`config.mk`:
```
export PLATFORM = sky130hd
export DESIGN_NAME = q_table_engine
export DESIGN_NICKNAME = d
export VERILOG_FILES = /design/src/rtl/q_engine_pkg.sv /design/src/rtl/q_update_alu.sv /design/src/rtl/q_table_engine.sv
export SDC_FILE = /design/constraint.sdc
export NUM_CORES = 2
export LEC_CHECK = 0
export CORE_ASPECT_RATIO = 0.5
export CORE_MARGIN = 2
export CORE_UTILIZATION = 55
export CTS_CLUSTER_SIZE = 14
export DETAILED_ROUTE_END_ITERATION = 6
export PLACE_DENSITY_LB_ADDON = 0.25
export SYNTH_ARGS = -nofsm -noshare
export SYNTH_HDL_FRONTEND = slang
export SYNTH_HIERARCHICAL = 1
export SYNTH_SLANG_ARGS = --single-unit
```
`constraint.sdc`:
```
create_clock -name clk -period 13.45 [get_ports clk]
set_clock_uncertainty 0.05 [all_clocks]
set_input_delay 3.3625 -clock clk [delete_from_list [all_inputs] [get_ports clk]]
set_output_delay 3.3625 -clock clk [all_outputs]
set_load 0.03 [all_outputs]
```
`src/rtl/q_engine_pkg.sv`:
```
// Shared opcodes, FSM states and message field layout for the Q-table command engine.
package q_engine_pkg;

    typedef enum logic [3:0] {
        OP_NONE   = 4'd0,
        OP_WRITE  = 4'd1,
        OP_READ   = 4'd2,
        OP_UPDATE = 4'd3,
        OP_ARGMAX = 4'd4,
        OP_CLEAR  = 4'd5
    } op_e;

    typedef enum logic [2:0] {
        S_IDLE,
        S_EXEC,
        S_SCAN,
        S_CLR,
        S_RESP
    } state_e;

    localparam int OP_LSB  = 60;
    localparam int OP_W    = 4;
    localparam int ST_LSB  = 48;
    localparam int ST_W    = 12;
    localparam int ACT_LSB = 40;
    localparam int ACT_W   = 8;
    localparam int SH_LSB  = 32;
    localparam int SH_W    = 8;
    localparam int VAL_LSB = 0;
    localparam int ERR_BIT = 32;
    localparam int MAX_SH  = 15;

endpackage

```
`src/rtl/q_update_alu.sv`:
```
// Combinational Q-learning step: new_q = q + ((v - q) >>> sh), evaluated one bit wider than W_Q.
module q_update_alu #(
    parameter int W_Q = 16
) (
    input  logic signed [W_Q-1:0] q,
    input  logic signed [W_Q-1:0] v,
    input  logic        [3:0]     sh,
    output logic signed [W_Q-1:0] new_q
);
    logic signed [W_Q:0] diff;
    logic signed [W_Q:0] step;
    logic signed [W_Q:0] sum;

    // The sum always lands between q and v, so dropping the top bit never wraps.
    always_comb begin
        diff  = $signed({v[W_Q-1], v}) - $signed({q[W_Q-1], q});
        step  = diff >>> sh;
        sum   = step + $signed({q[W_Q-1], q});
        new_q = sum[W_Q-1:0];
    end

endmodule

```
`src/rtl/q_table_engine.sv`:
```
// Command engine: pops one message, executes a Q-table op on a local register table,
// and pushes exactly one response, holding it until the out FIFO accepts it.
module q_table_engine
    import q_engine_pkg::*;
#(
    parameter int W_MSG     = 64,
    parameter int N_STATES  = 16,
    parameter int N_ACTIONS = 4,
    parameter int W_Q       = 16
) (
    input  logic             clk,
    input  logic             rst,
    input  logic             in_msg_rdy,
    input  logic [W_MSG-1:0] in_msg,
    output logic             in_msg_ack,
    output logic             out_msg_rdy,
    output logic [W_MSG-1:0] out_msg,
    input  logic             out_msg_ack,
    output logic             busy
);
    localparam int N_ENT = N_STATES * N_ACTIONS;
    localparam int IDX_W = $clog2(N_ENT);

    state_e                state;
    logic [IDX_W-1:0]      idx;
    logic [OP_W-1:0]       op_r;
    logic [ST_W-1:0]       st_r;
    logic [ACT_W-1:0]      act_r;
    logic [SH_W-1:0]       sh_r;
    logic signed [W_Q-1:0] val_r;
    logic signed [W_Q-1:0] best_val;
    logic [ACT_W-1:0]      best_act;
    logic signed [W_Q-1:0] q_tab [N_ENT];

    logic [IDX_W-1:0]      row_base, ent_idx, rd_idx, wr_idx;
    logic signed [W_Q-1:0] q_rd, alu_q, wr_data, exec_val, nbest_val;
    logic [ACT_W-1:0]      nbest_act;
    logic                  op_legal, need_act, cmd_err, is_wr, better, tab_we;
    logic                  unused_bits;

    function automatic logic [W_MSG-1:0] make_rsp(input logic [OP_W-1:0] op,
                                                  input logic [ST_W-1:0] st,
                                                  input logic [ACT_W-1:0] act,
                                                  input logic err,
                                                  input logic [W_Q-1:0] val);
        logic [W_MSG-1:0] r;
        r = '0;
        r[OP_LSB +: OP_W]   = op;
        r[ST_LSB +: ST_W]   = st;
        r[ACT_LSB +: ACT_W] = act;
        r[ERR_BIT]          = err;
        r[VAL_LSB +: W_Q]   = val;
        return r;
    endfunction

    assign unused_bits = ^in_msg[SH_LSB-1:VAL_LSB+W_Q];
    assign row_base    = IDX_W'(st_r) * IDX_W'(N_ACTIONS);
    assign ent_idx     = row_base + IDX_W'(act_r);
    assign rd_idx      = (state == S_SCAN) ? row_base + idx : ent_idx;
    assign q_rd        = q_tab[rd_idx];

    q_update_alu #(.W_Q(W_Q)) u_alu (
        .q     (q_rd),
        .v     (val_r),
        .sh    (sh_r[3:0]),
        .new_q (alu_q)
    );

    always_comb begin
        op_legal  = (op_r >= OP_WRITE) && (op_r <= OP_CLEAR);
        need_act  = (op_r == OP_WRITE) || (op_r == OP_READ) || (op_r == OP_UPDATE);
        cmd_err   = !op_legal
                  || ((op_r != OP_CLEAR) && (st_r >= ST_W'(N_STATES)))
                  || (need_act && (act_r >= ACT_W'(N_ACTIONS)))
                  || ((op_r == OP_UPDATE) && (sh_r > SH_W'(MAX_SH)));
        is_wr     = (op_r == OP_WRITE) || (op_r == OP_UPDATE);
        exec_val  = (op_r == OP_READ) ? q_rd : ((op_r == OP_WRITE) ? val_r : alu_q);
        // Strict compare keeps the lowest index on ties; entry 0 always seeds the scan.
        better    = (idx == '0) || (q_rd > best_val);
        nbest_val = better ? q_rd : best_val;
        nbest_act = better ? ACT_W'(idx) : best_act;
        tab_we    = !rst && (((state == S_EXEC) && is_wr && !cmd_err) || (state == S_CLR));
        wr_idx    = (state == S_CLR) ? idx : ent_idx;
        wr_data   = (state == S_CLR) ? '0 : exec_val;
    end

    always_ff @(posedge clk) begin
        if (tab_we) q_tab[wr_idx] <= wr_data;
    end

    always_ff @(posedge clk) begin
        if (state == S_IDLE && in_msg_rdy) begin
            op_r  <= in_msg[OP_LSB +: OP_W];
            st_r  <= in_msg[ST_LSB +: ST_W];
            act_r <= in_msg[ACT_LSB +: ACT_W];
            sh_r  <= in_msg[SH_LSB +: SH_W];
            val_r <= in_msg[VAL_LSB +: W_Q];
        end
        if (state == S_SCAN) begin
            best_val <= nbest_val;
            best_act <= nbest_act;
        end
    end

    always_ff @(posedge clk) begin
        if (rst) begin
            state       <= S_IDLE;
            idx         <= '0;
            in_msg_ack  <= 1'b0;
            out_msg_rdy <= 1'b0;
            out_msg     <= '0;
            busy        <= 1'b0;
        end else begin
            in_msg_ack <= 1'b0;
            case (state)
                S_IDLE: begin
                    if (in_msg_rdy) begin
                        in_msg_ack <= 1'b1;
                        busy       <= 1'b1;
                        state      <= S_EXEC;
                    end
                end
                S_EXEC: begin
                    idx <= '0;
                    if (cmd_err) begin
                        out_msg     <= make_rsp(op_r, st_r, act_r, 1'b1, '0);
                        out_msg_rdy <= 1'b1;
                        state       <= S_RESP;
                    end else if (op_r == OP_ARGMAX) begin
                        state <= S_SCAN;
                    end else if (op_r == OP_CLEAR) begin
                        state <= S_CLR;
                    end else begin
                        out_msg     <= make_rsp(op_r, st_r, act_r, 1'b0, exec_val);
                        out_msg_rdy <= 1'b1;
                        state       <= S_RESP;
                    end
                end
                S_SCAN: begin
                    idx <= idx + 1'b1;
                    if (idx == IDX_W'(N_ACTIONS - 1)) begin
                        out_msg     <= make_rsp(op_r, st_r, nbest_act, 1'b0, nbest_val);
                        out_msg_rdy <= 1'b1;
                        state       <= S_RESP;
                    end
                end
                S_CLR: begin
                    idx <= idx + 1'b1;
                    if (idx == IDX_W'(N_ENT - 1)) begin
                        out_msg     <= make_rsp(op_r, st_r, act_r, 1'b0, '0);
                        out_msg_rdy <= 1'b1;
                        state       <= S_RESP;
                    end
                end
                S_RESP: begin
                    if (out_msg_ack) begin
                        out_msg_rdy <= 1'b0;
                        busy        <= 1'b0;
                        state       <= S_IDLE;
                    end
                end
                default: state <= S_IDLE;
            endcase
        end
    end

endmodule

```
==> key figures <==
Status
  – Status: finished, final reports clean

Yosys
  – Post-Syn Area: 49060 um^2
  – Post-Synthesis Cells: 4053
  – Yosys top cell by area: edfxtp_1
  – Commonest cells in the netlist: edfxtp_1 (1096), nand2_1 (1073), nand3_1 (367)
  – Syn Area/Cell: 12.11 um^2
  – Synth Warn #: 6
  – #FFs+latches synth: 1149
  – Count leader, synth: edfxtp_1
  – Synth area leaders: edfxtp_1 (67%), nand2_1 (8.2%), nand3_1 (3.7%)
  – Top cell type's share of synthesized area: 67.08%
  – Yosys cell types: 86
  – Predominant post-synthesis flop cell: edfxtp_1
  – Post-synth EDFFs: 1096
  – Synth async-reset ratio: 0%
  – Seq/Total Area, Yosys: 69.24%

Critical path
  – CP Class: reg2reg
  – FF-to-FF path depth: 34
  – R2R setup slack: 2.00 ns
  – CP arrival: 11.74 ns
  – Worst reg2reg startpoint: state[1]$_SDFFE_PP0P_
  – Crit-path max FO: 64
  – CP startpoint kind: flop
  – Slowest CP cell: mux2i_4
  – Terminus of the critical flop-to-flop path: q_tab[26][15]$_DFFE_PP_
  – Critical Path Max Stage Delay: 0.88 ns
  – CP endpoint kind: flop
  – WP data required: 13.74 ns

Clock tree
  – CTS tree: done
  – Hold_buf cts: 0
  – H-tree Lvls: 3
  – Post-CTS Setup Inserts: 0
  – Max clock buf depth: 3
  – Post-cts resize count: 0
  – CTS buffer count: 100
  – Root buf cell: clkbuf_16
  – Later-pin clock latency in the skew report: 0.73 ns
  – CTS clk-pin slew, worst paths: 0.07 ns
  – Total clock sinks: 1149

Floorplanning
  – Initial Utilization: 55.53%
  – I/O pins: 135
  – Width of the die: 426.4 um
  – Die ar.: 91750 um^2
  – # rows: 77
  – Die H: 215.2 um
  – Core area: 88350 um^2

Detailed routing
  – Drc violations: 0
  – Iteration-0 DRC Markers: 4968
  – WL final: 130700 um
  – DR WL/cell: 24.37 um
  – DR vias/cell: 6.269
  – Post-DRT Antenna Nets: 0
  – TritonRoute pass-1 iters: 5
  – Via count of the routed design: 33620

STA
  – Final Max Slew Viols: 0
  – Measured slew at the worst slew-check pin: 1.299 ns
  – RSZ-0062 raised after global routing: no
  – Setup TNS: 0 ns
  – Final setup violation count: 0
  – Slew HR: 13.43%
  – Crit path time final: 11.45 ns
  – Crit share post-route: 85.12%
  – Maximum clock rate: 0.08735 GHz
  – Final Hold Fails: 0

Global routing
  – Vias in the first global route: 31560
  – Largest net degree at the start of global routing: 230
  – First-pass GRT wire length: 194100 um
  – Initial antenna violation count: 4
  – All-layer global routing usage: 28.14%
  – Congestion Overflow GR: 0

Power
  – Sw Ratio: 35.19%
  – Peak supply drop: 0.0003600 V
  – Int Pwr: 8.213 mW
  – Sequential Power Share: 47.0%
  – Tot Pwr: 12.67 mW
  – Clock power share: 21.7%
  – Lkg Pwr: 18.48 nW
  – Sw power: 4.460 mW
  – Comb pwr share: 31.3%
  – Pwr per Cell Area: 233.0 nW/um^2

Worst hold path
  – Hold path startpoint: out_msg[48]$_SDFFE_PP0P_
  – Sink of the worst hold path: out_msg[48]$_SDFFE_PP0P_
  – HP Class: reg2reg
  – WHS Path Cells: 2

Flow run
  – Max-Cap Viols: 0

Place
  – RD Place Congestion: 0.8905
  – Port bufs: 95
  – DPL Wire Length: 74530 um

Final layout
  – Final #Nets: 4238
  – Share of cells above drive strength 1: 7.425%
  – Layout overhead on the synthesized area: 10.87%
## cells in the final DEF (no fill, tap or decap), types with 18 or more instances in the layout
cell type           n
edfxtp_1         1096
nand2_1          1072
nand3_1           367
nor2_1            153
nand4_1           151
a31oi_1           139
buf_4             107
clkbuf_16         101
a211oi_1           97
clkdlybuf4s50_1    94
inv_1              92
a21oi_1            87
ha_1               55
dfxtp_1            53
mux2i_1            34
o21ai_0            33
xnor2_1            24
conb_1             23
clkbuf_1           22
nor2b_1            21
clkinv_1           21
nor3_1             18
## power by group through the flow
| stage | sequential (mW) | combinational, mW | clock, mW |
|---|---|---|---|
| after CTS | 5.96 | 3.92 | 2.77 |
| after global routing | 5.97 | 4.30 | 2.91 |
| final | 5.96 | 3.96 | 2.75 |
| after global placement | 6.03 | 3.77 | 0 |
| after floorplan | 6.18 | 2.18 | 0 |
| after detailed placement | 6.04 | 3.91 | 0 |
## per-layer routing
metal / global-route usage, % / part of all wire (%) / routed length (um) / vias up
li1: - / - / - / 14940
met5: 0 / 0.0099 / 13 / -
met2: 42.66 / 45 / 58760 / 1827
met4: 8.516 / 2.8 / 3691 / 2
met3: 5.534 / 11 / 14230 / 197
met1: 41.39 / 41 / 54000 / 16650
## worst max-delay path: cells and delay by family (launching register included)
kind	cells	cell delay, ns
compound gates	13	3.80
simple gates	9	2.03
mux	4	1.85
buf+inv	5	1.81
fa+ha+maj	2	0.65
flops	1	0.57
xor+xnor	1	0.14
## cell type report
| cell class | instances | area (um^2) |
|---|---|---|
| Timing Repair Buffer | 208 | 1869 |
| Inverter | 94 | 355.3 |
| Tap cell | 1185 | 1483 |
| Clock buffer | 125 | 2638 |
| Fill cell | 6628 | 33950 |
| Antenna cell | 3 | 7.507 |
| Multi-Input combinational cell | 2558 | 13680 |
| Clock inverter | 41 | 395.4 |
| Sequential cell | 1149 | 33970 |
## stage by stage
stage | instances | hold WS [ns] | cell area [um^2] | setup slack (ns) | utilization (%)
floorplan | 4075 | 0.4477 | 49140 | 3.105 | -
global placement | 5194 | 0.3934 | 51360 | 2.427 | 58.13
detailed placement | 5194 | 0.3959 | 51360 | 2.288 | 58.13
CTS | 5360 | 0.4049 | 54390 | 2.235 | 61.56
global route | 5360 | 0.4154 | 54390 | 1.294 | 61.56
finish | 5363 | 0.4048 | 54400 | 2.001 | 61.57
## worst max path at each step
| stage | from | to | cells after the start |
|---|---|---|---|
| after floorplan | state[0]$_SDFFE_PP0P_ | q_tab[0][14]$_DFFE_PP_ | 36 |
| after global placement | state[2]$_SDFFE_PP0P_ | q_tab[18][14]$_DFFE_PP_ | 35 |
| after detailed placement | state[2]$_SDFFE_PP0P_ | q_tab[19][14]$_DFFE_PP_ | 35 |
| after CTS | state[1]$_SDFFE_PP0P_ | q_tab[19][14]$_DFFE_PP_ | 35 |
| after global routing | state[2]$_SDFFE_PP0P_ | q_tab[20][15]$_DFFE_PP_ | 35 |
| final | state[1]$_SDFFE_PP0P_ | q_tab[26][15]$_DFFE_PP_ | 34 |
## kinds of logic after synthesis
kind of cell    Yosys count  share of synthesized area (%)
simple gates           1869                          16.63
flops                  1149                          69.24
compound gates          517                          7.238
buf+inv                 368                          3.410
fa+ha+maj                59                          1.566
mux                      58                          1.336
xor+xnor                 32                         0.5713
other cells               1                       0.007643
## state kept, by name, indices dropped and copies added (netlist names)
signal	cells
out_msg	41
sh_r	8
busy	1
best_val	16
in_msg_ack	1
act_r	8
q_tab	1024
out_msg_rdy	1
state	3
st_r	12
idx	6
val_r	16
best_act	8
op_r	4
(Power assumes the default switching activity.)
